$ cat src/rtl/cpu_div_pkg.sv
// Shared types and constants for the execute-stage iterative divider.
package cpu_div_pkg;
   localparam int unsigned DIV_WIDTH = 32;
   localparam int unsigned DIV_CNT_W = $clog2(DIV_WIDTH);

   typedef enum logic [1:0] {
      IDLE,
      CALC,
      FIX
   } div_state_t;
endpackage

$ cat src/rtl/divider_step.sv
// One combinational restoring-division iteration on {rem, quo} against the divisor.
module divider_step
   import cpu_div_pkg::*;
#(
   parameter int unsigned WIDTH = DIV_WIDTH
) (
   input  logic [WIDTH-1:0] rem_i,
   input  logic [WIDTH-1:0] quo_i,
   input  logic [WIDTH-1:0] div_i,
   output logic [WIDTH-1:0] rem_o,
   output logic [WIDTH-1:0] quo_o
);
   logic [WIDTH:0] shifted;
   logic [WIDTH:0] trial;

   always_comb begin
      shifted = {rem_i, quo_i[WIDTH-1]};
      trial   = shifted - {1'b0, div_i};
      // rem_i < div_i always holds, so a non-negative trial fits in WIDTH bits
      if (!trial[WIDTH]) begin
         rem_o = trial[WIDTH-1:0];
         quo_o = {quo_i[WIDTH-2:0], 1'b1};
      end else begin
         rem_o = shifted[WIDTH-1:0];
         quo_o = {quo_i[WIDTH-2:0], 1'b0};
      end
   end
endmodule

$ cat src/rtl/divider.sv
// Iterative UDIV/SDIV divider with remainder, one restoring step per clock.
// Define DIVIDER_SIGNED_EN to honour signed_op; otherwise every operation is unsigned.
module divider
   import cpu_div_pkg::*;
#(
   parameter int unsigned WIDTH = DIV_WIDTH
) (
   input  logic             clk,
   input  logic             rst_n,
   input  logic             start,
   input  logic             signed_op,
   input  logic [WIDTH-1:0] a,
   input  logic [WIDTH-1:0] b,
   output logic             busy,
   output logic             done,
   output logic [WIDTH-1:0] quotient,
   output logic [WIDTH-1:0] remainder
);
   localparam int unsigned CNT_W = $clog2(WIDTH);

   div_state_t       state_q;
   logic [CNT_W-1:0] cnt_q;
   logic [WIDTH-1:0] rem_q, quo_q, div_q;
   logic             dz_q, busy_q, done_q;
   logic [WIDTH-1:0] quot_out_q, rem_out_q;

   logic [WIDTH-1:0] mag_a, mag_b;
   logic [WIDTH-1:0] step_rem, step_quo;
   logic [WIDTH-1:0] rem_sel, fix_quo, fix_rem;

   // On divide-by-zero the dividend magnitude is still parked in quo_q
   assign rem_sel = dz_q ? quo_q : rem_q;

`ifdef DIVIDER_SIGNED_EN
   logic sgn_a, sgn_b;
   logic neg_quo_q, neg_rem_q;

   assign sgn_a   = signed_op & a[WIDTH-1];
   assign sgn_b   = signed_op & b[WIDTH-1];
   assign mag_a   = sgn_a ? -a : a;
   assign mag_b   = sgn_b ? -b : b;
   assign fix_quo = neg_quo_q ? -quo_q : quo_q;
   assign fix_rem = neg_rem_q ? -rem_sel : rem_sel;
`else
   logic unused_signed_op;

   assign unused_signed_op = signed_op;
   assign mag_a   = a;
   assign mag_b   = b;
   assign fix_quo = quo_q;
   assign fix_rem = rem_sel;
`endif

   divider_step #(.WIDTH(WIDTH)) u_step (
      .rem_i (rem_q),
      .quo_i (quo_q),
      .div_i (div_q),
      .rem_o (step_rem),
      .quo_o (step_quo)
   );

   always_ff @(posedge clk or negedge rst_n) begin
      if (!rst_n) begin
         state_q    <= IDLE;
         cnt_q      <= '0;
         rem_q      <= '0;
         quo_q      <= '0;
         div_q      <= '0;
         dz_q       <= 1'b0;
         busy_q     <= 1'b0;
         done_q     <= 1'b0;
         quot_out_q <= '0;
         rem_out_q  <= '0;
`ifdef DIVIDER_SIGNED_EN
         neg_quo_q  <= 1'b0;
         neg_rem_q  <= 1'b0;
`endif
      end else begin
         done_q <= 1'b0;
         case (state_q)
            IDLE: begin
               if (start) begin
                  quo_q   <= mag_a;
                  div_q   <= mag_b;
                  rem_q   <= '0;
                  cnt_q   <= CNT_W'(WIDTH - 1);
                  dz_q    <= (b == '0);
                  busy_q  <= 1'b1;
                  state_q <= (b == '0) ? FIX : CALC;
`ifdef DIVIDER_SIGNED_EN
                  neg_quo_q <= sgn_a ^ sgn_b;
                  neg_rem_q <= sgn_a;
`endif
               end
            end
            CALC: begin
               rem_q <= step_rem;
               quo_q <= step_quo;
               cnt_q <= cnt_q - 1'b1;
               if (cnt_q == '0) state_q <= FIX;
            end
            FIX: begin
               quot_out_q <= dz_q ? '0 : fix_quo;
               rem_out_q  <= fix_rem;
               done_q     <= 1'b1;
               busy_q     <= 1'b0;
               state_q    <= IDLE;
            end
            default: state_q <= IDLE;
         endcase
      end
   end

   assign busy      = busy_q;
   assign done      = done_q;
   assign quotient  = quot_out_q;
   assign remainder = rem_out_q;
endmodule
$ cat config.mk
export PLATFORM = sky130hd
export DESIGN_NAME = divider
export DESIGN_NICKNAME = d
export VERILOG_FILES = /design/src/rtl/cpu_div_pkg.sv /design/src/rtl/divider_step.sv /design/src/rtl/divider.sv
export SDC_FILE = /design/constraint.sdc
export NUM_CORES = 1
export LEC_CHECK = 0
export CORE_ASPECT_RATIO = 0.7
export CORE_MARGIN = 4
export CORE_UTILIZATION = 45
export CTS_CLUSTER_DIAMETER = 120
export DETAILED_ROUTE_END_ITERATION = 7
export GPL_ROUTABILITY_DRIVEN = 1
export PLACE_DENSITY = 0.79
export SYNTH_ARGS = -nofsm -noshare
export SYNTH_HDL_FRONTEND = slang
export SYNTH_HIERARCHICAL = 1
export SYNTH_SLANG_ARGS = --single-unit
$ cat constraint.sdc
create_clock -name clk -period 4.7 [get_ports clk]
set_input_delay 0.47 -clock clk [delete_from_list [all_inputs] [get_ports clk]]
set_output_delay 0.47 -clock clk [all_outputs]
set_load 0.02 [all_outputs]
Word level (Yosys, flattened, before mapping):

Cells that the tools add are included.

* flip-flop bits (word level): 170
* input bits: 68
* word-level logic and storage cells: 42

* add/sub/neg operators: 2
* equal/unequal tests: 4
* multiplexer cells: 17
* reductions and logical operators: 9

Operator list (count)
* 32-bit 2-to-1 mux: 5
* 32-bit case mux with 2 select lines: 2
* 33-bit by 32-bit subtractor with 33-bit output: 1
* 32-bit logical NOT: 1
* 5-bit case mux with 2 select lines: 1
* 2-bit AND reduction: 4
* 2-bit 2-to-1 mux: 3
* 5-bit logical NOT: 1
* 5-bit 2-to-1 mux: 1
* 5-bit by 1-bit subtractor with 5-bit output, second input constant: 1
* 2-bit != test, second input constant: 2
* 2-bit case mux with 2 select lines: 1
* 2-bit nonzero test: 2
* 1-bit 2-to-1 mux: 3
* 2-bit by 1-bit == test with 1-bit output, second input constant: 1
* 2-bit == test, second input constant: 1
* 2-bit logical NOT: 1
* 1-bit case mux with 2 select lines: 1

Longest topological paths before layout:

* depth in word-level cells: 4
* gate-level depth with buffers: 17
* depth with buffers taken out: 15

By module:

The synthesis kept the hierarchy.

Modules (own cells, without submodules)
* divider: times used 1, cells each 778, area each 7145.6 um^2, sequential area each 4254.1 um^2
* divider_step: times used 1, cells each 336, area each 2591.2 um^2, sequential area each 0.0 um^2

Worst setup path after synthesis:

Ideal clock, no wire load.

* path kind: register to register
* start: register quo_q[31], in the netlist fix_quo[31]
* end: register rem_q[10]
* library setup time: 0.117 ns
* arrival: 3.242 ns
* data required time: 4.583 ns
* path slack: 1.341 ns
* stages on the path, launching flop included: 18
* path buffers: 2
* period minus slack after synthesis: 3.359 ns
* path through: dfrtp_1 > inv_1 > ha_1 > fa_1 > and2b_2 > o2111ai_2 > a21oi_2 > o2111ai_1 > a211oi_2 > nor2_4 > mux2i_4 > and2_4 > buf_12 > inv_8 > buf_12 > mux2_4 > nand2_1 > nand2_1

* cells in the longest elaborated chain, start to end: 3

RTL lines
* from (decl): RTL line divider.sv:23 `logic [WIDTH-1:0] rem_q, quo_q, div_q;`
* from (signal assigned): RTL line divider.sv:83 `quo_q <= mag_a;`
* from (signal assigned): RTL line divider.sv:98 `quo_q <= step_quo;`
* 33-bit by 32-bit subtractor with 33-bit output: RTL line divider_step.sv:18 `trial = shifted - {1'b0, div_i};`
* 32-bit 2-to-1 mux: RTL line divider_step.sv:20 `if (!trial[WIDTH]) begin`
* named net step_rem[10]: RTL line divider.sv:28 `logic [WIDTH-1:0] step_rem, step_quo;`
* 32-bit case mux with 2 select lines: RTL line divider.sv:80 `case (state_q)`
* to (signal assigned): RTL line divider.sv:97 `rem_q <= step_rem;`
* to (decl): RTL line divider.sv:23

The timed path passes the listed nets, and every way through them passes these cells.
A chain may end at the register's enable or synchronous reset.

Final worst setup path:

* start: register quo_q[31], in the netlist fix_quo[31]
* end: register rem_q[13]

The elaborated chain is that of the path after synthesis.

==> summary by stage <==
Placed design
The congestion estimate from routability-driven global placement came to 0.923. The placed instances occupy a cell area of 10900 um^2. The count of input and output buffers is 132. The worst setup timing slack at the placement stage is 0.884 ns.

Including well taps, the total number of placed cells is 1436. The detailed-placement wirelength estimate is 17.4 mm.

Route
After detailed routing, the total wire length is 25.2 mm. The average wire per cell in the routed design is 17.2 um. The starting DRC count in detailed routing is 596. The first TritonRoute pass finished after 6 iterations. Summing over every cut layer, the via total after detailed routing is 8073.

The average via count per standard cell is 5.50. After detailed routing, the number of remaining DRC violations is 0. The count of nets left with antenna violations after detail routing is 0.

Flow run
The number of maximum-capacitance violations is 0.

STA
The setup violation total in the final timing report is 0. The clock period minus final worst setup slack is 3.92 ns. The hold violation count in the final report is 0. Hold is met by 0.104 ns. The number of max-slew violations in the final report was 0.

Setup repair after global routing left no endpoint under its margin. The accumulated negative setup slack is 0 ns. Headroom to the max-slew limit came out at 0.270.

Timing would allow up to 0.255 GHz. The slew of the pin with the lowest slew margin is 1.10 ns. Dividing the final minimum period by the clock period gives 0.835.

The final clock skew is 0.0124 ns. Across all setup checks in the final design, the least slack found is 0.776 ns.

Die
The height of the die is 131 um. The number of top-level pins is 134. The die outline area is 24100 um^2. The initial cell density of the core is 0.464. The placeable core region is 21000 um^2.

From left edge to right edge, the die measures 184 um. The floorplan row count is 44.

Clock network
The total setup buffers inserted after CTS is 0. The clock network latency to the later pin of the worst-skew pair is 0.43 ns. The clock tree from TritonCTS is done. The number of H-tree levels is 4. The clock-pin slew of the registers on the worst-case setup and hold paths is 0.07 ns. The clock buffer count from CTS is 17. The clock passes through at most 2 buffers. The root buffer cell chosen for the clock tree is clkbuf_16.

The CTS sink count is 170. The post-cts hold buffer count is 0. Gates resized during post-CTS repair numbered 0.

Layout
In the layout the commonest cells are nand2_1 (274), dfrtp_1 (169), clkdlybuf4s50_1 (131), nor2_1 (77), a21oi_1 (59). Measured on the finished design, the core utilization comes to 0.547. Counting the fill cells in the layout gives 1877.

The number of diodes added for antenna fixing is 0. Of the cells placed in the final design, the portion with a size suffix greater than 1 is 0.0714. From synthesis to final layout, the design area changed by 17.9%. Leaving out fill and tap cells, the most frequent cell in the layout is nand2_1. The area of all placed cells without fillers is 11500 um^2.

After the last flow step, the layout net total stands at 1281. The count of cells in the finished layout, fillers not included, comes to 1467.

Logic synthesis
The net count after synthesis is 1216. The share of the Yosys chip area taken by registers is 0.437. The area share of the largest cell type after synthesis is 0.437.

In this run, synthesis produced a sequential element count of 170. Yosys printed 6 warnings. The unique cell type count in the Yosys netlist is 62.

The predominant post-synthesis flop cell is dfrtp_1. Synthesis produced a netlist whose cell count is 1114. After synthesis, the cell types taking the most area are dfrtp_1 (44%), nand2_1 (11%), ha_1 (4.2%).

The mapped netlist covers 9740 um^2. The average instance in the mapped netlist occupies 8.74 um^2. The fraction of registers with async set or reset after synthesis is 1.00.

Of all cell types, the one taking the most synthesized area is dfrtp_1. The number of synthesized flops with an enable pin is 0.

Power
The sequential share of power is 0.267. Of the total power, the clock network draws 0.136. The leakage power is 5.36 nW.

Cell internal power was estimated by the tool at 5.83 mW. The share of total power dissipated in combinational logic is 0.597. The power spent charging and discharging nets is 4.62 mW. In this run the power density over the cells is 910 nW/um^2.

IR analysis of the VDD net gives a maximum drop of 580 uV. The sum of internal, switching and leakage power is 10.4 mW. Of the total power, the share spent switching nets is 0.442.

Setup path
The setup path with the least slack is of type flop to flop. The kind of start point of the critical path is a flop. Data arrives at the worst endpoint at 4.24 ns. The cell that appears most often on the critical path is nand2_1. For this design, the slowest cell found on the critical path is dfrtp_1. The sort of element at the end of the critical path is a flop. The largest single stage delay on the critical path is 0.44 ns.

The critical path goes through inv_1 -> ha_1 -> fa_1 -> and2b_2 -> o2111ai_2 -> a21oi_2 -> o2111ai_1 -> a211oi_2 -> nor2_4 -> mux2i_4 -> and2_4 -> inv_8 -> mux2_4 -> nand2_1 -> nand2_1. Broken down by cell family, the worst path's largest delay share belongs to compound AO/OA/AOI/OAI gates. The number of buffers and inverters on the critical path is 2.

The setup slack of the worst register-to-register path is 0.78 ns. The maximum fanout along the worst path is 24. STA puts the critical path data required time at 5.02 ns.

Global routing
Entering global routing, the biggest net connects 100 pins. The via count of the first global-routing pass is 7795. The initial antenna violation count is 0. For this run the aggregate overflow at the end of global routing stands at 0.

The first global-routing pass estimated 40.7 mm of wire. The total routing usage reported by global routing is 0.209.

Min path
The type of the tightest min-delay check is input pin to asynchronous set/reset pin.

Outcome
The flow ran to the end, and the final reports show no timing, DRC or antenna violations.
-- area by class of cell --
class                      instances  area [um^2]  area share
multi-input combinational        810         4750       0.413
sequential                       170         4260       0.371
timing repair buffer             141         1390       0.121
clock buffer                      19          453      0.0394
tap                              276          345      0.0301
inverter                          39          154      0.0134
clock inverter                    12          138      0.0120
-- synth_stat cells, types with 4 or more instances --
cell       instances
a211oi_1           4
a21o_1            19
a21oi_1           59
a31oi_1           40
and3_1             4
buf_2             27
buf_4             37
clkbuf_1          25
dfrtp_1          170
ha_1              33
inv_1             36
mux2_2             4
mux2_4            19
mux2i_1           33
nand2_1          275
nand2b_1          35
nand3_1           47
nand4_1            7
nor2_1            78
nor3_1            10
nor4_1             9
o2111ai_1          4
o21a_1             7
o21ai_0           54
o21bai_1           4
xnor2_1           13
xor2_1            14
-- final timing paths --
kind | start | end | cells past startpoint
worst max-delay path | fix_quo[31] | rem_q[13] | 15
worst min-delay path | rst_n | div_q[26] | 1
worst max register to register | fix_quo[31] | rem_q[13] | 15
worst min register to register | div_q[23] | div_q[23] | 2
max in group asynchronous | rst_n | remainder[0] | 2
min in group clk | div_q[23] | div_q[23] | 2
-- state kept, by name, summed over array words and instances, names as in the netlist --
signal	cells
busy	1
cnt_q	5
div_q	32
done	1
dz_q	1
fix_quo	32
quotient	32
rem_q	32
remainder	32
state_q	2
-- power by group through the flow --
stage | Sequential, mW | Clock, mW | Combinational, mW
global placement | 2.78 | 0 | 5.94
global route | 2.87 | 1.51 | 6.91
CTS | 2.79 | 1.43 | 6.18
floorplan | 2.84 | 0 | 4.87
finish | 2.79 | 1.42 | 6.24
detailed placement | 2.80 | 0 | 6.12
-- worst register-to-register path, delay by kind of cell, from the launching register on --
family | cells | cell delay, ns
AOI/OAI and AO/OA | 4 | 0.99
and+or+nand+nor | 5 | 0.83
muxes | 2 | 0.72
adders and majority gates | 2 | 0.64
DFF | 1 | 0.44
buffers and inverters | 2 | 0.20
-- per-layer routing --
metal  GRT usage  up-vias  part of all wire
li1            -     3871                 -
met4      0.0430        0             0.012
met2       0.330      302              0.45
met5           0        -                 0
met3      0.0477       28             0.078
met1       0.298     3872              0.46
-- cell families (layout without fill, tap and decap cells) --
group	after synthesis	after routing	share of synthesized area
simple gates	484	484	0.217
compound gates	208	208	0.130
flops	170	170	0.437
buf+inv	134	211	0.0774
mux	57	57	0.0702
fa+ha+maj	34	34	0.0445
xor+xnor	27	27	0.0243
No activity file was read; power rests on OpenSTA's default activity.
